**src/rtl/sig_capture_packer.sv**
```systemverilog
// Serial-to-word capture stage: samples the CAN RX bit stream on a bit-time
// strobe, packs bits MSB-first into words and issues one-cycle write pulses.
module sig_capture_packer #(
  parameter int unsigned WORD_W      = 32,
  parameter int unsigned CNT_W       = 16,
  parameter bit          TRIG_ON_SOF = 1'b1
) (
  input  logic              clk,
  input  logic              resetN,
  input  logic              sampleEn,
  input  logic              rxBit,
  input  logic              arm,
  input  logic              abort,
  input  logic [CNT_W-1:0]  startAddr,
  input  logic [CNT_W-1:0]  numWords,
  input  logic              wrFull,
  output logic [WORD_W-1:0] sendData,
  output logic              pulseWrite,
  output logic [CNT_W-1:0]  requestAddr_write,
  output logic [CNT_W-1:0]  numWrites,
  output logic              writeReq,
  output logic [CNT_W-1:0]  wordCount,
  output logic              done,
  output logic              overflow
);

  localparam int unsigned BitW = $clog2(WORD_W);
  localparam int unsigned PadW = BitW + 1;

  typedef enum logic [2:0] {StIdle, StTrig, StCapture, StFlush, StDone} state_e;

  state_e              state_q, state_d;
  logic [WORD_W-1:0]   shift_q, shift_d;
  logic [BitW-1:0]     bit_cnt_q, bit_cnt_d;
  logic [WORD_W-1:0]   send_data_q;
  logic                pulse_q;
  logic [CNT_W-1:0]    addr_q, num_q, word_count_q;
  logic                overflow_q;

  logic                arm_ok, trig_hit, take_bit, word_done, last_word, flush_fire, emit;
  logic [PadW-1:0]     pad_amt;
  logic [WORD_W-1:0]   flush_word, emit_word;

  // Datapath control decode shared by the FSM and the datapath register
  always_comb begin
    arm_ok     = arm && (state_q == StIdle || state_q == StDone);
    trig_hit   = !rxBit || !TRIG_ON_SOF;
    // Abort in TRIG wins over a simultaneous trigger sample
    take_bit   = sampleEn && ((state_q == StCapture) ||
                              (state_q == StTrig && !abort && trig_hit));
    word_done  = take_bit && (bit_cnt_q == BitW'(WORD_W - 1));
    last_word  = (word_count_q + CNT_W'(1)) == num_q;
    flush_fire = (state_q == StFlush);
    emit       = word_done || flush_fire;
    shift_d    = {shift_q[WORD_W-2:0], rxBit};
    pad_amt    = PadW'(WORD_W) - {1'b0, bit_cnt_q};
    flush_word = shift_q << pad_amt;
    emit_word  = flush_fire ? flush_word : shift_d;
    bit_cnt_d  = bit_cnt_q;
    if (flush_fire) begin
      bit_cnt_d = '0;
    end else if (take_bit) begin
      bit_cnt_d = word_done ? '0 : bit_cnt_q + BitW'(1);
    end
  end

  // State register
  always_ff @(posedge clk or negedge resetN) begin
    if (!resetN) begin
      state_q <= StIdle;
    end else begin
      state_q <= state_d;
    end
  end

  // Next-state logic
  always_comb begin
    state_d = state_q;
    unique case (state_q)
      StIdle, StDone: begin
        if (arm) state_d = (numWords == '0) ? StDone : StTrig;
      end
      StTrig: begin
        if (abort) begin
          state_d = StDone;
        end else if (take_bit) begin
          state_d = StCapture;
        end
      end
      StCapture: begin
        // The sample is shifted in before abort is considered
        if (word_done && last_word) begin
          state_d = StDone;
        end else if (abort) begin
          state_d = (bit_cnt_d == '0) ? StDone : StFlush;
        end
      end
      StFlush: state_d = StDone;
      default: state_d = StIdle;
    endcase
  end

  // Outputs decoded from state
  always_comb begin
    done     = (state_q == StDone);
    writeReq = (state_q == StTrig) || (state_q == StCapture) || (state_q == StFlush);
  end

  // Shift register, bit counter, word emission and latched arm parameters
  always_ff @(posedge clk or negedge resetN) begin
    if (!resetN) begin
      shift_q      <= '0;
      bit_cnt_q    <= '0;
      send_data_q  <= '0;
      pulse_q      <= 1'b0;
      addr_q       <= '0;
      num_q        <= '0;
      word_count_q <= '0;
      overflow_q   <= 1'b0;
    end else begin
      pulse_q <= 1'b0;
      if (arm_ok) begin
        addr_q       <= startAddr;
        num_q        <= numWords;
        word_count_q <= '0;
        overflow_q   <= 1'b0;
        bit_cnt_q    <= '0;
      end else begin
        bit_cnt_q <= bit_cnt_d;
        if (take_bit) shift_q <= shift_d;
        if (emit) begin
          // A dropped word still counts so capture always terminates
          word_count_q <= word_count_q + CNT_W'(1);
          if (wrFull) begin
            overflow_q <= 1'b1;
          end else begin
            pulse_q     <= 1'b1;
            send_data_q <= emit_word;
          end
        end
      end
    end
  end

  assign sendData          = send_data_q;
  assign pulseWrite        = pulse_q;
  assign requestAddr_write = addr_q;
  assign numWrites         = num_q;
  assign wordCount         = word_count_q;
  assign overflow          = overflow_q;

endmodule

```
**config.mk**
```make
export PLATFORM = sky130hd
export DESIGN_NAME = sig_capture_packer
export DESIGN_NICKNAME = d
export VERILOG_FILES = /design/src/rtl/sig_capture_packer.sv
export SDC_FILE = /design/constraint.sdc
export NUM_CORES = 1
export LEC_CHECK = 0
export BUFFER_PORTS_ARGS = -buffer_cell sky130_fd_sc_hd__buf_4
export CORE_AREA = 2 2 116 118
export DETAILED_ROUTE_END_ITERATION = 6
export DIE_AREA = 0 0 118 120
export HOLD_SLACK_MARGIN = 0.06
export PLACE_DENSITY_LB_ADDON = 0.2
export SLEW_MARGIN = 10
export SYNTH_ARGS = -nofsm -noshare
export SYNTH_HDL_FRONTEND = slang
export SYNTH_SLANG_ARGS = --single-unit
export TNS_END_PERCENT = 10
```
**constraint.sdc**
```tcl
create_clock -name clk -period 4.2 [get_ports clk]
set_input_delay 0.21 -clock clk [delete_from_list [all_inputs] [get_ports clk]]
set_output_delay 0.21 -clock clk [all_outputs]
set_load 0.1 [all_outputs]
```
==> results of run 1 <==
## tightest hold or removal path, cell delays in order
cell     delay, ps
buf_4          110
a21oi_1         60
nor2_1          80
## final timing paths
path,start,to,slack [ps],cells after the start
max,bit_cnt_q[1],sendData[31],1110,10
min,wrFull,overflow,80,3
max reg2reg,bit_cnt_q[1],sendData[31],1110,10
min reg2reg,requestAddr_write[3],requestAddr_write[3],490,2
max in group asynchronous,resetN,requestAddr_write[3],2900,3
min in group asynchronous,resetN,shift_q[29],280,2
## area by class of cell
class,count,area [um2],area share (%)
clock buffers,18,439,4.76
clock inverters,13,169,1.83
repair buffers,170,1360,14.7
well taps,176,220,2.39
multi-input cells,628,3940,42.7
inverters,10,37.5,0.407
flip-flops and latches,122,3050,33.1
## kinds of logic after synthesis
group | after synthesis | synth area share (%)
multiplexers | 61 | 13.1
AO/OA/AOI/OAI | 173 | 15.0
AND/OR/NAND/NOR | 361 | 21.6
flip-flops | 122 | 42.2
buffers and inverters | 68 | 3.81
XOR/XNOR | 29 | 3.51
adder cells (fa/ha/maj) | 4 | 0.692
## cell usage after synthesis, types with 7 or more instances
cell type    n  share of area (%)
nor2b_1      8               0.69
xnor2_1     17                2.1
nand3_1      8               0.55
a211oi_1    11                1.1
buf_1        8               0.42
xor2_1      12                1.5
dfrtp_1    122                 42
buf_2       13               0.90
mux2_2      20                3.1
mux4_2      25                7.8
a21oi_1     63                4.4
nor3_1      11               0.76
inv_1       10               0.52
o21ai_0     31                2.1
o22ai_1      7               0.61
clkbuf_1    34                1.8
or3_1        8               0.69
nand2_1    213                 11
a31oi_1      9               0.78
a221oi_1    10                1.2
mux2i_1     16                2.2
nor2_1      79                4.1
## timing repair
| item | CTS | global route |
|---|---|---|
| hold buffers | 33 | 0 |
| endpoints found under the hold margin | 63 | 0 |
| buffers inserted | 0 | 0 |
## metal layers
| layer | routed length (um) | GRT usage [%] | part of all wire, % |
|---|---|---|---|
| met1 | 8290 | 38.8 | 40 |
| met2 | 10300 | 49.6 | 50 |
| met3 | 1480 | 7.18 | 7.2 |
| met4 | 608 | 12.0 | 2.9 |
| met5 | 0 | 0 | 0 |
## metrics by stage
step	setup WS [ps]	cells	area, um2
3_5_place_dp	1190	1073	8280
5_1_grt	904	1137	9220
2_1_floorplan	1010	818	7230
3_3_place_gp	1260	1073	8280
4_1_cts	1160	1137	9220
6_report	1110	1137	9220
## flip-flops by register name (all words and copies together) (netlist names)
signal / cells
sendData: 32
shift_q: 32
numWrites: 16
requestAddr_write: 16
wordCount: 16
bit_cnt_q: 5
state_q: 3
overflow: 1
pulseWrite: 1
## power by group through the flow
stage | clock, W | combinational (W) | sequential [W]
4_1_cts | 0.00152 | 0.00425 | 0.00183
6_report | 0.00150 | 0.00425 | 0.00184
2_1_floorplan | 0 | 0.00111 | 0.00402
5_1_grt | 0.00159 | 0.00442 | 0.00188
3_3_place_gp | 0 | 0.00418 | 0.00183
3_5_place_dp | 0 | 0.00422 | 0.00184
==> flow_metrics.tcl, run 1 <==
set metrics [dict create \
    power_w 0.00759 \
    ys_types 57 \
    area_growth_pct 27.5 \
    synth.cell_area_um2 7230 \
    via_per_inst 6.02 \
    peakVddDrop_v 0.000686 \
    pwr_density_cell_nw_per_um2 824 \
    cap_violations 0 \
    drt-wirelength-per-cell_um 18.2 \
    hold_class "input pin to flip-flop" \
    cts_resized 0 \
    crit_slowest_cell "ha_1" \
    grt_setup_unrepaired "no" \
    crit_path_start_kind "flip-flop" \
    crit_path_max_fanout 27 \
    async_flop_share_pct 100 \
    synth_edf_count 0 \
    end_kind "flip-flop" \
    fin_worst_skew_ps 9.48 \
    antenna_cells 0 \
    first_pass_iters 5 \
    grt_pass1_vias 6617 \
    fin_util_pct 71.0 \
    cts_tree "built" \
    die_w_um 118 \
    grt_start_max_net_pins 66 \
    start_util_pct 55.7 \
    drc 0 \
    clkSlewWorstSetupHoldPaths_ps 60 \
    p_sw_share_pct 54.7 \
    antenna_found_initial 0 \
    crit_required_ps 4470 \
    coreArea_um2 13000 \
    synth_seq_cells 122 \
    final_cell_mix "nand2_1, buf_4, dfrtp_1" \
    syn-num-nets 861 \
    max_freq_mhz 324 \
    arrival_ps 3360 \
    fin_crit_ps 3090 \
    drt_iter0_markers 467 \
    antenna_left 0 \
    p_sw_w 0.00415 \
    drive_gt1_share_pct 23.4 \
    clkPwrFrac_pct 19.8 \
    clk_path_buf_depth 2 \
    fillerInstances 999 \
    power.internal_w 0.00344 \
    synth.avg_cell_area_um2 8.84 \
    gp_congestion 0.906 \
    grt_overflow 0 \
    drv_slew 0 \
    fin_hold_ws_ps 82.4 \
    cts_buffers 17 \
    die_area_um2 14200 \
    nNetsFinal 992 \
    maxSlewHeadroom_pct 30.6 \
    outcome "complete, no violations" \
    worst_slew_pin_slew_ps 1040 \
    htreeDepth 4 \
    cts-root-buf "clkbuf_16" \
    grtUsageTotal_pct 30.2 \
    mostFrequentLayoutCell "nand2_1" \
    cp_top_family "adder cells" \
    core.rowCount 42 \
    insertion_delay_ps 420 \
    finalHoldViolCount 0 \
    yosys_warnings 0 \
    portBuffers 122 \
    setup_violations 0 \
    clkSinkCount 122 \
    synthFlopType "dfrtp_1" \
    grt_pass1_wl_um 33800 \
    num_io_pins 123 \
    vias 6848 \
    routed_wl_um 20700 \
    dpl.hpwl_um 14100 \
    tns_ps 0 \
    cellLeakagePower_nw 4.10 \
    cp_common_cell "a21oi_1" \
    crit_type "flip-flop to flip-flop" \
    die_height_um 120 \
    seq_area_frac_synth_pct 42.2 \
    synthCells 818 \
    seq_power_share_pct 24.2 \
    cp_cell_sequence "inv_1 -> ha_1 -> buf_4 -> mux4_2 -> nand2_1 -> a21oi_1 -> a21oi_1 -> o22ai_1 -> a21oi_1 -> a21oi_1" \
    period_share_pct 73.5 \
    p_comb_share_pct 56.0 \
    slowest_delay_ps 970 \
    path_buf_inv 2 \
]
(Power assumes the default switching activity.)
==> run 2, diff against run 1 <==
- ABC_AREA: unset -> 1
- clock period: 4.2 -> 2.86 ns (I/O delays scaled with it)
==> flow_metrics.tcl, run 2 <==
set metrics [dict create \
    drv_slew 0 \
    dpl.hpwl_um 15000 \
    drc 0 \
    cap_violations 0 \
    reg2reg_from "bit_cnt_q[0]" \
    seq_area_frac_synth_pct 42.0 \
    clk_path_buf_depth 2 \
    gp_congestion 1.00 \
    die_height_um 120 \
    portBuffers 122 \
    yosysMostFrequentCell "nand2_1" \
    syn-num-nets 1073 \
    fillerInstances 1084 \
    final_cell_mix "nand2_1, buf_4, dfrtp_1" \
    synth.cell_area_um2 7270 \
    drt_iter0_markers 668 \
    coreArea_um2 13000 \
    synth_seq_cells 122 \
    grt_start_max_net_pins 65 \
    crit_type "flip-flop to flip-flop" \
    synth_edf_count 0 \
    start_util_pct 56.0 \
    nNetsFinal 1210 \
    core.rowCount 42 \
    grt_setup_unrepaired "no" \
    post_cts_buffers 0 \
    fin_crit_ps 2530 \
    mostFrequentLayoutCell "nand2_1" \
    area_growth_pct 27.2 \
    antenna_cells 0 \
    cp_cell_sequence "ha_1 -> nand2_1 -> nor2_1 -> ha_1 -> inv_1 -> nor2_2 -> inv_2 -> nand2_4 -> inv_1 -> nand2_1 -> o21ai_0" \
    clkSlewWorstSetupHoldPaths_ps 60 \
    cts_buffers 17 \
    num_io_pins 123 \
    grt_overflow 0 \
    crit_slowest_cell "nand2_1" \
    grt_pass1_vias 7073 \
    ys_types 38 \
    setup_violations 0 \
    crit_path_start_kind "flip-flop" \
    die_area_um2 14200 \
    synth.avg_cell_area_um2 7.06 \
    min_to "state_q[1]" \
    grt_pass1_wl_um 35200 \
    synthFlopType "dfrtp_1" \
    period_share_pct 88.5 \
    r2r_cells 11 \
    worst_slew_pin_slew_ps 771 \
    arrival_ps 2860 \
    netlist.area_leader.share_pct 42.0 \
    tns_ps 0 \
    die_w_um 118 \
    outcome "complete, no violations" \
    grtUsageTotal_pct 31.3 \
    yosys.area.top_type "dfrtp_1" \
    slowest_delay_ps 470 \
    insertion_delay_ps 420 \
    antenna_found_initial 0 \
    r2r_setup_slack_ps 330 \
    reg2reg_to "wordCount[10]" \
    fin_worst_skew_ps 7.57 \
    cts-root-buf "clkbuf_16" \
    end_kind "flip-flop" \
    first_pass_iters 5 \
    yosys-top-cells-count "nand2_1, dfrtp_1, o21ai_0, inv_1, nor2_1" \
    cts_tree "built" \
    hold_depth 4 \
    max_freq_mhz 395 \
    drive_gt1_share_pct 16.7 \
    yosys-top-cells-area "dfrtp_1, nand2_1, o21ai_0" \
    finalHoldViolCount 0 \
    maxSlewHeadroom_pct 48.6 \
    routed_wl_um 21400 \
    crit_required_ps 3190 \
    crit_path_max_fanout 18 \
    clkSinkCount 122 \
    synthCells 1030 \
    min-delay-start "abort" \
    htreeDepth 4 \
    async_flop_share_pct 100 \
    vias 7467 \
    antenna_left 0 \
    drt-wirelength-per-cell_um 15.8 \
    hold_class "input pin to flip-flop" \
    via_per_inst 5.51 \
    worstSetupStartpoint "bit_cnt_q[0]" \
    yosys_warnings 0 \
]
==> run 2: cell count changes in the layout (fill, tap and decap cells not counted), sizes merged, moves of 12 or more <==
cell and delta:
o21ai +101, inv +91, a21oi -37, o22ai +16
nand2 +148, nand3 +59, mux2 -20, mux4 -25
a211oi -12, xnor2 -15
==> run 2: worst max path at each step <==
stage | end | slack [ps] | cells past startpoint
floorplan | state_q[2] | 320 | 14
global placement | wordCount[9] | 460 | 11
detailed placement | wordCount[4] | 330 | 11
CTS | wordCount[4] | 330 | 11
global route | wordCount[10] | 130 | 11
finish | wordCount[10] | 330 | 11
==> run 2: repair_timing <==
item / 4_1_cts / 5_1_grt
endpoints found under the hold margin: 89 / 0
resized for setup: 0 / 0
hold buffers: 35 / 0
==> run 2: metrics by stage <==
| step | cell area (um2) | setup slack (ps) | utilization (%) | instances | hold slack (ps) |
|---|---|---|---|---|---|
| final | 9250 | 330 | 71.2 | 1355 | 68.8 |
| after floorplan | 7270 | 320 | - | 1030 | -153 |
| after global placement | 8250 | 463 | 63.6 | 1289 | 257 |
| after detailed placement | 8250 | 327 | 63.6 | 1289 | 262 |
| after CTS | 9250 | 328 | 71.2 | 1355 | 64.5 |
| after global routing | 9250 | 128 | 71.2 | 1355 | 88.2 |
==> run 2: cell families after synthesis <==
group | synth area share, %
multiplexers | 1.93
buffers and inverters | 8.85
AND/OR/NAND/NOR | 30.3
flip-flops | 42.0
XOR/XNOR | 0.930
AO/OA/AOI/OAI | 15.3
adder cells (fa/ha/maj) | 0.688
==> run 2: area by class of cell <==
class	count	area, um2	area share, %
well taps	176	220	2.38
repair buffers	167	1370	14.8
clock buffers	18	429	4.64
multi-input cells	759	3580	38.7
inverters	100	380	4.11
flip-flops and latches	122	3050	33.0
clock inverters	13	216	2.34
==> run 2: routing by layer <==
layer,GRT usage (%),wire length (um),vias to the layer above
li1,-,-,3623
met1,39.3,8930,3507
met2,52.1,10300,289
met3,7.08,1310,48
met4,13.9,846,0
met5,0,0,-
==> run 2: critical path, delay by kind of cell, from the launching register on <==
kind                     cells  cell delay (ps)
AND/OR/NAND/NOR              5              740
buffers and inverters        3              490
flip-flops                   1              450
adder cells (fa/ha/maj)      2              440
AO/OA/AOI/OAI                1              320
Power of run 2 is not shown: default switching activity piles up to over one toggle a cycle in this logic, so the estimate is an artifact.
